**config.mk**
```make
export PLATFORM = sky130hd
export DESIGN_NAME = alu_entry_sequencer
export DESIGN_NICKNAME = d
export VERILOG_FILES = /design/src/rtl/alu_seq_pkg.sv /design/src/rtl/button_debouncer.sv /design/src/rtl/alu_entry_sequencer.sv
export SDC_FILE = /design/constraint.sdc
export NUM_CORES = 1
export LEC_CHECK = 0
export BUFFER_PORTS_ARGS = -buffer_cell sky130_fd_sc_hd__buf_2
export CAP_MARGIN = 20
export CORE_AREA = 2 2 39 41
export DETAILED_ROUTE_END_ITERATION = 12
export DIE_AREA = 0 0 41 43
export GPL_ROUTABILITY_DRIVEN = 1
export SETUP_SLACK_MARGIN = 0.3
export SKIP_LAST_GASP = 1
export SLEW_MARGIN = 40
export SYNTH_ARGS = -nofsm -noshare
export SYNTH_HDL_FRONTEND = slang
export SYNTH_SLANG_ARGS = --single-unit
```
**constraint.sdc**
```tcl
create_clock -name clk -period 3.05 [get_ports clk]
set_clock_uncertainty 0.15 [all_clocks]
set_input_delay 0.305 -clock clk [delete_from_list [all_inputs] [get_ports clk]]
set_output_delay 0.305 -clock clk [all_outputs]
set_load 0.005 [all_outputs]
```
**src/rtl/alu_seq_pkg.sv**
```systemverilog
// Shared types and constants for the ALU entry sequencer.
`timescale 1ns/1ps

package alu_seq_pkg;

  // Entry steps, in the order the user walks through them
  typedef enum logic [1:0] {S_A, S_B, S_OP, S_RES} entry_state_t;

  localparam int DB_CYCLES_DEFAULT = 10;

  // One-hot step indicator: bit 0 = operand A ... bit 3 = result
  function automatic logic [3:0] state_onehot(input entry_state_t s);
    return 4'b0001 << s;
  endfunction

endpackage

```
**src/rtl/button_debouncer.sv**
```systemverilog
// Push-button front end: 2-flop synchronizer, optional debounce counter,
// and a single-cycle press pulse on the rising edge of the clean level.
// The debounce counter is compiled in only when ALU_SEQ_DEBOUNCE_EN is defined;
// otherwise the synchronizer output is used as the clean level directly.
`timescale 1ns/1ps

module button_debouncer
  import alu_seq_pkg::*;
#(
  parameter int DB_CYCLES = DB_CYCLES_DEFAULT
) (
  input  logic clk,
  input  logic reset,
  input  logic btn_raw,
  output logic level,
  output logic press
);

  // The counter is 8 bits wide, so the stability window must fit in it
  if (DB_CYCLES < 1 || DB_CYCLES > 255) begin : g_bad_db_cycles
    $error("button_debouncer: DB_CYCLES must be in 1..255");
  end

  logic sync1_q;
  logic sync2_q;

  // Bring the asynchronous button into the clock domain
  always_ff @(posedge clk or posedge reset) begin
    if (reset) begin
      sync1_q <= 1'b0;
      sync2_q <= 1'b0;
    end else begin
      sync1_q <= btn_raw;
      sync2_q <= sync1_q;
    end
  end

`ifdef ALU_SEQ_DEBOUNCE_EN
  logic       level_q;
  logic       level_d;
  logic [7:0] cnt_q;
  logic [7:0] cnt_d;

  // Count consecutive samples that disagree with the clean level; the press
  // fires combinationally on the same edge that flips the level high so the
  // downstream strobe register catches it without an extra cycle.
  always_comb begin
    level_d = level_q;
    cnt_d   = 8'd0;
    press   = 1'b0;
    if (sync2_q != level_q) begin
      if (cnt_q == 8'(DB_CYCLES - 1)) begin
        level_d = sync2_q;
        press   = sync2_q;
      end else begin
        cnt_d = cnt_q + 8'd1;
      end
    end
  end

  // Hold the debounced level and the stability counter
  always_ff @(posedge clk or posedge reset) begin
    if (reset) begin
      level_q <= 1'b0;
      cnt_q   <= 8'd0;
    end else begin
      level_q <= level_d;
      cnt_q   <= cnt_d;
    end
  end

  assign level = level_q;
`else
  logic level_prev_q;

  // Remember last cycle's synchronized level to find its rising edge
  always_ff @(posedge clk or posedge reset) begin
    if (reset) begin
      level_prev_q <= 1'b0;
    end else begin
      level_prev_q <= sync2_q;
    end
  end

  assign level = sync2_q;
  assign press = sync2_q & ~level_prev_q;
`endif

endmodule

```
**src/rtl/alu_entry_sequencer.sv**
```systemverilog
// Steps the user through operand A, operand B, opcode and result publish with
// one push-button, emitting one registered single-cycle load strobe per press.
// btn_clear aborts entry back to operand A. Debounce of btn_next is enabled by
// defining ALU_SEQ_DEBOUNCE_EN (see button_debouncer).
`timescale 1ns/1ps

module alu_entry_sequencer
  import alu_seq_pkg::*;
#(
  parameter int DB_CYCLES = DB_CYCLES_DEFAULT
) (
  input  logic       clk,
  input  logic       reset,
  input  logic       btn_next,
  input  logic       btn_clear,
  output logic       load_a,
  output logic       load_b,
  output logic       load_op,
  output logic       update_res,
  output logic [3:0] step_led
);

  logic next_press;
  logic next_level_unused;

  button_debouncer #(
    .DB_CYCLES(DB_CYCLES)
  ) u_next_btn (
    .clk    (clk),
    .reset  (reset),
    .btn_raw(btn_next),
    .level  (next_level_unused),
    .press  (next_press)
  );

  logic clr_sync1_q;
  logic clr_sync2_q;

  // Clear is level-sensitive, so it only needs synchronizing, not debouncing
  always_ff @(posedge clk or posedge reset) begin
    if (reset) begin
      clr_sync1_q <= 1'b0;
      clr_sync2_q <= 1'b0;
    end else begin
      clr_sync1_q <= btn_clear;
      clr_sync2_q <= clr_sync1_q;
    end
  end

  entry_state_t state_q;
  entry_state_t state_d;
  logic [3:0]   strobe_q;
  logic [3:0]   strobe_d;

  // Next step and strobe; clear overrides a simultaneous press and discards it
  always_comb begin
    state_d  = state_q;
    strobe_d = 4'b0000;
    if (clr_sync2_q) begin
      state_d = S_A;
    end else if (next_press) begin
      strobe_d = state_onehot(state_q);
      case (state_q)
        S_A:     state_d = S_B;
        S_B:     state_d = S_OP;
        S_OP:    state_d = S_RES;
        S_RES:   state_d = S_A;
        default: state_d = S_A;
      endcase
    end
  end

  // State and strobe registers advance together so step_led moves with the strobe
  always_ff @(posedge clk or posedge reset) begin
    if (reset) begin
      state_q  <= S_A;
      strobe_q <= 4'b0000;
    end else begin
      state_q  <= state_d;
      strobe_q <= strobe_d;
    end
  end

  assign load_a     = strobe_q[0];
  assign load_b     = strobe_q[1];
  assign load_op    = strobe_q[2];
  assign update_res = strobe_q[3];
  assign step_led   = state_onehot(state_q);

endmodule

```
# ---- After elaboration in Yosys (flattened, before gate mapping)
# Cells that the tools add are included.
dict set report op_classes {
  n_reduce_logical 2
  n_mux 5
  eq_ne 3
  bitwise 2
  shifts 1
}
# operator count
set ops {}
lappend ops {{$mux W4} 2}
lappend ops {{$pmux W2 S4} 1}
lappend ops {{$eq A2 B2 Y1 const B} 2}
lappend ops {{$mux W2} 2}
lappend ops {{$shl A1 B2 Y4 const A} 1}
lappend ops {{$eq A2 B1 Y1 const B} 1}
lappend ops {{$logic_not A2 Y1} 1}
lappend ops {{$reduce_bool A2 Y1} 1}
lappend ops {{$and A1 B1 Y1} 1}
lappend ops {{$not A1 Y1} 1}
dict set report totals {
  word_cells 20
  output_inout_bits 8
  in_bits 4
  ff_bits 11
}

# ---- Longest topological paths before layout
dict set report depth {
  depth_word 4
  mapped_depth 4
  mapped_depth_nobuf 4
}

# ---- Cells and area by module
# A second synthesis with hierarchy kept.
dict set report unflattened {
  cells_unflattened 30
  hier_area_um2 421.7
}
# module area_each_um2 cells_per_inst n_inst seq_area_each_um2
set modules_own_cells {}
lappend modules_own_cells {alu_entry_sequencer 329.1 25 1 200.2}
lappend modules_own_cells {button_debouncer 92.6 5 1 75.1}

# ---- Worst setup path before layout
# Ideal clock, no wire load.
dict set report synth_path {
  kind {register to register}
  start {register state_q[0]}
  end {register state_q[0]}
  arrival_time_ns 0.900
  period_less_slack_ns 1.176
  n_path_buf 0
  setup_ns 0.125
  required_time_ns 2.775
  stages_incl_launch_ff 5
  slack_ns 1.874
  path_cell_list {dfrtp_1 > inv_1 > ha_1 > nor3_2 > a211oi_2}
}
dict set report synth_via {
  elab_chain_cells 4
  word_cells_on_any_way 7
  classes_between {3 x eq/ne; 3 x mux; 1 x reduce/logical}
}
# element line_no
set synth_lines {}
lappend synth_lines {{start, declared} alu_entry_sequencer.sv:50} ;# entry_state_t state_q;
lappend synth_lines {{start signal, assigned} alu_entry_sequencer.sv:79} ;# state_q <= state_d;
lappend synth_lines {{$eq A2 B2 Y1, or another cell as far along} alu_entry_sequencer.sv:63} ;# case (state_q)
lappend synth_lines {{$pmux W2 S4 *} alu_entry_sequencer.sv:63}
lappend synth_lines {{$mux W2 *} alu_entry_sequencer.sv:61} ;# end else if (next_press) begin
lappend synth_lines {{$mux W2 *} alu_entry_sequencer.sv:59} ;# if (clr_sync2_q) begin
# Mark *: on every way between the ends. The rest lies on a longest branch, timed or not. The select of a mux whose other input is x is not followed.
# A chain may end at the register's enable or synchronous reset.

# ---- Worst setup path after layout
dict set report layout_path {
  start {register state_q[0]}
  end {output step_led[0]}
}
dict set report layout_via {
  elab_chain_cells 1
}
# element line_no
set layout_lines {}
lappend layout_lines {{$shl A1 B2 Y4} alu_seq_pkg.sv:13} ;# return 4'b0001 << s;
lappend layout_lines {{end, declared} alu_entry_sequencer.sv:20} ;# output logic [3:0] step_led
# Every way passes these cells.

==> results.sh <==
export IMPL_core_um2=1380
export IMPL_drc=0
export IMPL_dr_pass1_iters=3
export IMPL_powerDensity_nw_per_um2=498
export IMPL_yosys_top_cells_area="dfrtp_1, ha_1, and2_1"
export IMPL_finalSetupViolCount=0
export IMPL_die_area_um2=1760
export IMPL_worstHoldStart="u_next_btn.sync1_q$_DFF_PP0_"
export IMPL_drive_above_1_share_pct=39.1
export IMPL_clockBufferDepth=2
export IMPL_critical_path_buf_inv_count=2
export IMPL_slowest_stage="dfrtp_1"
export IMPL_tritoncts="done"
export IMPL_hold_violations=0
export IMPL_critPathKind="register to output pin"
export IMPL_syn_avg_cell_area_um2=15.0
export IMPL_synth_most_common_cell="dfrtp_1"
export IMPL_worstPathArrival_ns=1.12
export IMPL_cts_clk_slew_worst_paths_ns=0.06
export IMPL_synth_nets=36
export IMPL_syn_inst=28
export IMPL_gp_congestion=0.783
export IMPL_fin_crit_ns=1.58
export IMPL_final_nets=55
export IMPL_initial_core_util_pct=30.3
export IMPL_routed_wl_um=596
export IMPL_grt_pass1_wl_um=952
export IMPL_crit_path_start="state_q[0]$_DFFE_PP0P_"
export IMPL_slew_viol_final=0
export IMPL_fmax_mhz=633
export IMPL_hold_class="register to register"
export IMPL_ys_async_sr_fraction_pct=100
export IMPL_drv_cap=0
export IMPL_ys_types=11
export IMPL_grt_antenna_before_repair=0
export IMPL_worstPathRequired_ns=2.59
export IMPL_synth_edf_count=0
export IMPL_end_kind="output pin"
export IMPL_num_io_pins=12
export IMPL_overflow=0
export IMPL_hpwl_um=438
export IMPL_synth_area_leader_cell="dfrtp_1"
export IMPL_synth_seq_cells=11
export IMPL_ctsRootBufferMaster="clkbuf_4"
export IMPL_die_h_um=43
export IMPL_setup_tns_ns=0
export IMPL_grt_total_usage_pct=9.16
export IMPL_crit_chain="inv_1 > ha_1 > buf_2"
export IMPL_syn_to_final_growth_pct=31.3
export IMPL_slowest_delay_ns=0.40
export IMPL_holdWs_ns=0.198
export IMPL_synthDominantCellAreaShare_pct=65.7
export IMPL_detail_route_antenna_nets=0
export IMPL_p_leak_nw=0.294
export IMPL_rows=14
export IMPL_yosys_warnings=0
export IMPL_cpLargestDelayFamily="flip-flops"
export IMPL_cts_max_level=1
export IMPL_rr_startpoint="state_q[1]$_DFFE_PP0P_"
export IMPL_clock_sinks=11
export IMPL_cts_made_buffers=3
export IMPL_critPathMaxFanout=3
export IMPL_drt_iter0_markers=1
export IMPL_grt_max_degree=12
export IMPL_fin_crit_sh_pct=51.8
export IMPL_antenna_cells=0
export IMPL_insertion_delay_ns=0.26
export IMPL_via_per_inst=4.02
export IMPL_irDropWorstVdd_mv=0.248
export IMPL_wl_per_cell_um=9.61
export IMPL_worst_pin_slew_ns=0.399
export IMPL_ys_flop_type="dfrtp_1"
export IMPL_grt_pass1_vias=246
export IMPL_syn_cell_area_um2=419
export IMPL_numPortBuffers=11
export IMPL_synth_seq_area_share_pct=65.7
export IMPL_rsz0062_at_grt="false"
export IMPL_die_w_um=41
export IMPL_num_vias=249
export IMPL_status="completed"
export IMPL_netlist_top_cells_count="dfrtp_1, ha_1, and2_1, inv_1"
export IMPL_maxSlewHeadroom_pct=73.4
export IMPL_cts_resized=0
export IMPL_startpoint_type="register"
[cell families (layout without fill, tap and decap cells)]
logic type | count (synthesis) | count (layout) | share of synthesized area [%]
AOI/OAI and AO/OA | 1 | 1 | 2.98
buffers and inverters | 3 | 21 | 2.69
muxes | 1 | 1 | 2.39
adders and majority gates | 4 | 4 | 11.9
DFF | 11 | 11 | 65.7
and+or+nand+nor | 8 | 8 | 14.3
[cell usage in the layout (no fill, tap or decap)]
cell type      count
nor3_2             1
nor3b_1            1
nand2b_4           1
dfrtp_1           11
mux2i_1            1
dlygate4sd3_1      3
nor2_1             1
buf_2             11
ha_1               4
nor2_2             1
and2_1             3
clkbuf_4           3
inv_1              3
a211oi_2           1
clkbuf_1           1
[registers in the layout, indices dropped and copies added (netlist names)]
register,cells
clr_sync1_q,1
clr_sync2_q,1
state_q,2
strobe_q,4
u_next_btn.level,1
u_next_btn.level_prev_q,1
u_next_btn.sync1_q,1
[through the flow]
stage                     worst slack (ns)  std cells  power [mW]  utilization [%]  area, µm²
after floorplan                       1.87         28       0.171                -        419
after CTS                             1.46         62       0.279             39.8        551
final                                 1.47         62       0.274             39.8        551
after detailed placement              1.75         55       0.179             35.7        494
after global placement                1.77         55       0.178             35.7        494
after global routing                  1.39         62       0.291             39.8        551
[final cells by class]
| cell class | count | area (µm²) |
|---|---|---|
| inverter | 3 | 11.3 |
| sequential | 11 | 275 |
| multi-input combinational | 14 | 133 |
| tap | 16 | 20.0 |
| fill | 130 | 833 |
| timing repair buffer | 14 | 85.1 |
| clock buffer | 4 | 26.3 |
[repair_timing]
| action | 4_1_cts | 5_1_grt |
|---|---|---|
| hold buffers | 3 | 0 |
| buffers inserted | 0 | 0 |
| endpoints found under the hold margin | 13 | 0 |
[routing by layer]
layer | global-route usage (%) | vias to the layer above | share of wire, %
met5 | 0 | - | 0
met4 | 6.00 | 0 | 2.3
met3 | 9.42 | 5 | 11
met2 | 12.5 | 11 | 44
met1 | 7.74 | 109 | 43
li1 | - | 124 | -
[power by group]
| group | switching [mW] | leakage, nW | internal [mW] | total, mW |
|---|---|---|---|---|
| Clock | 0.0454 | 0.0150 | 0.0506 | 0.0960 |
| Sequential | 0.00350 | 0.141 | 0.151 | 0.155 |
| Combinational | 0.0113 | 0.139 | 0.0119 | 0.0231 |
[final timing paths]
kind                       slack (ns)  cells past startpoint                      endpoint
max in group asynchronous        2.06                      3         strobe_q[1]$_DFF_PP0_
min reg2reg                      0.20                      0    u_next_btn.level$_DFF_PP0_
min                              0.20                      0    u_next_btn.level$_DFF_PP0_
min in group asynchronous        0.41                      3  u_next_btn.sync1_q$_DFF_PP0_
max reg2reg                      1.80                      4        state_q[0]$_DFFE_PP0P_
max                              1.47                      3                   step_led[0]
(Power assumes the default switching activity.)
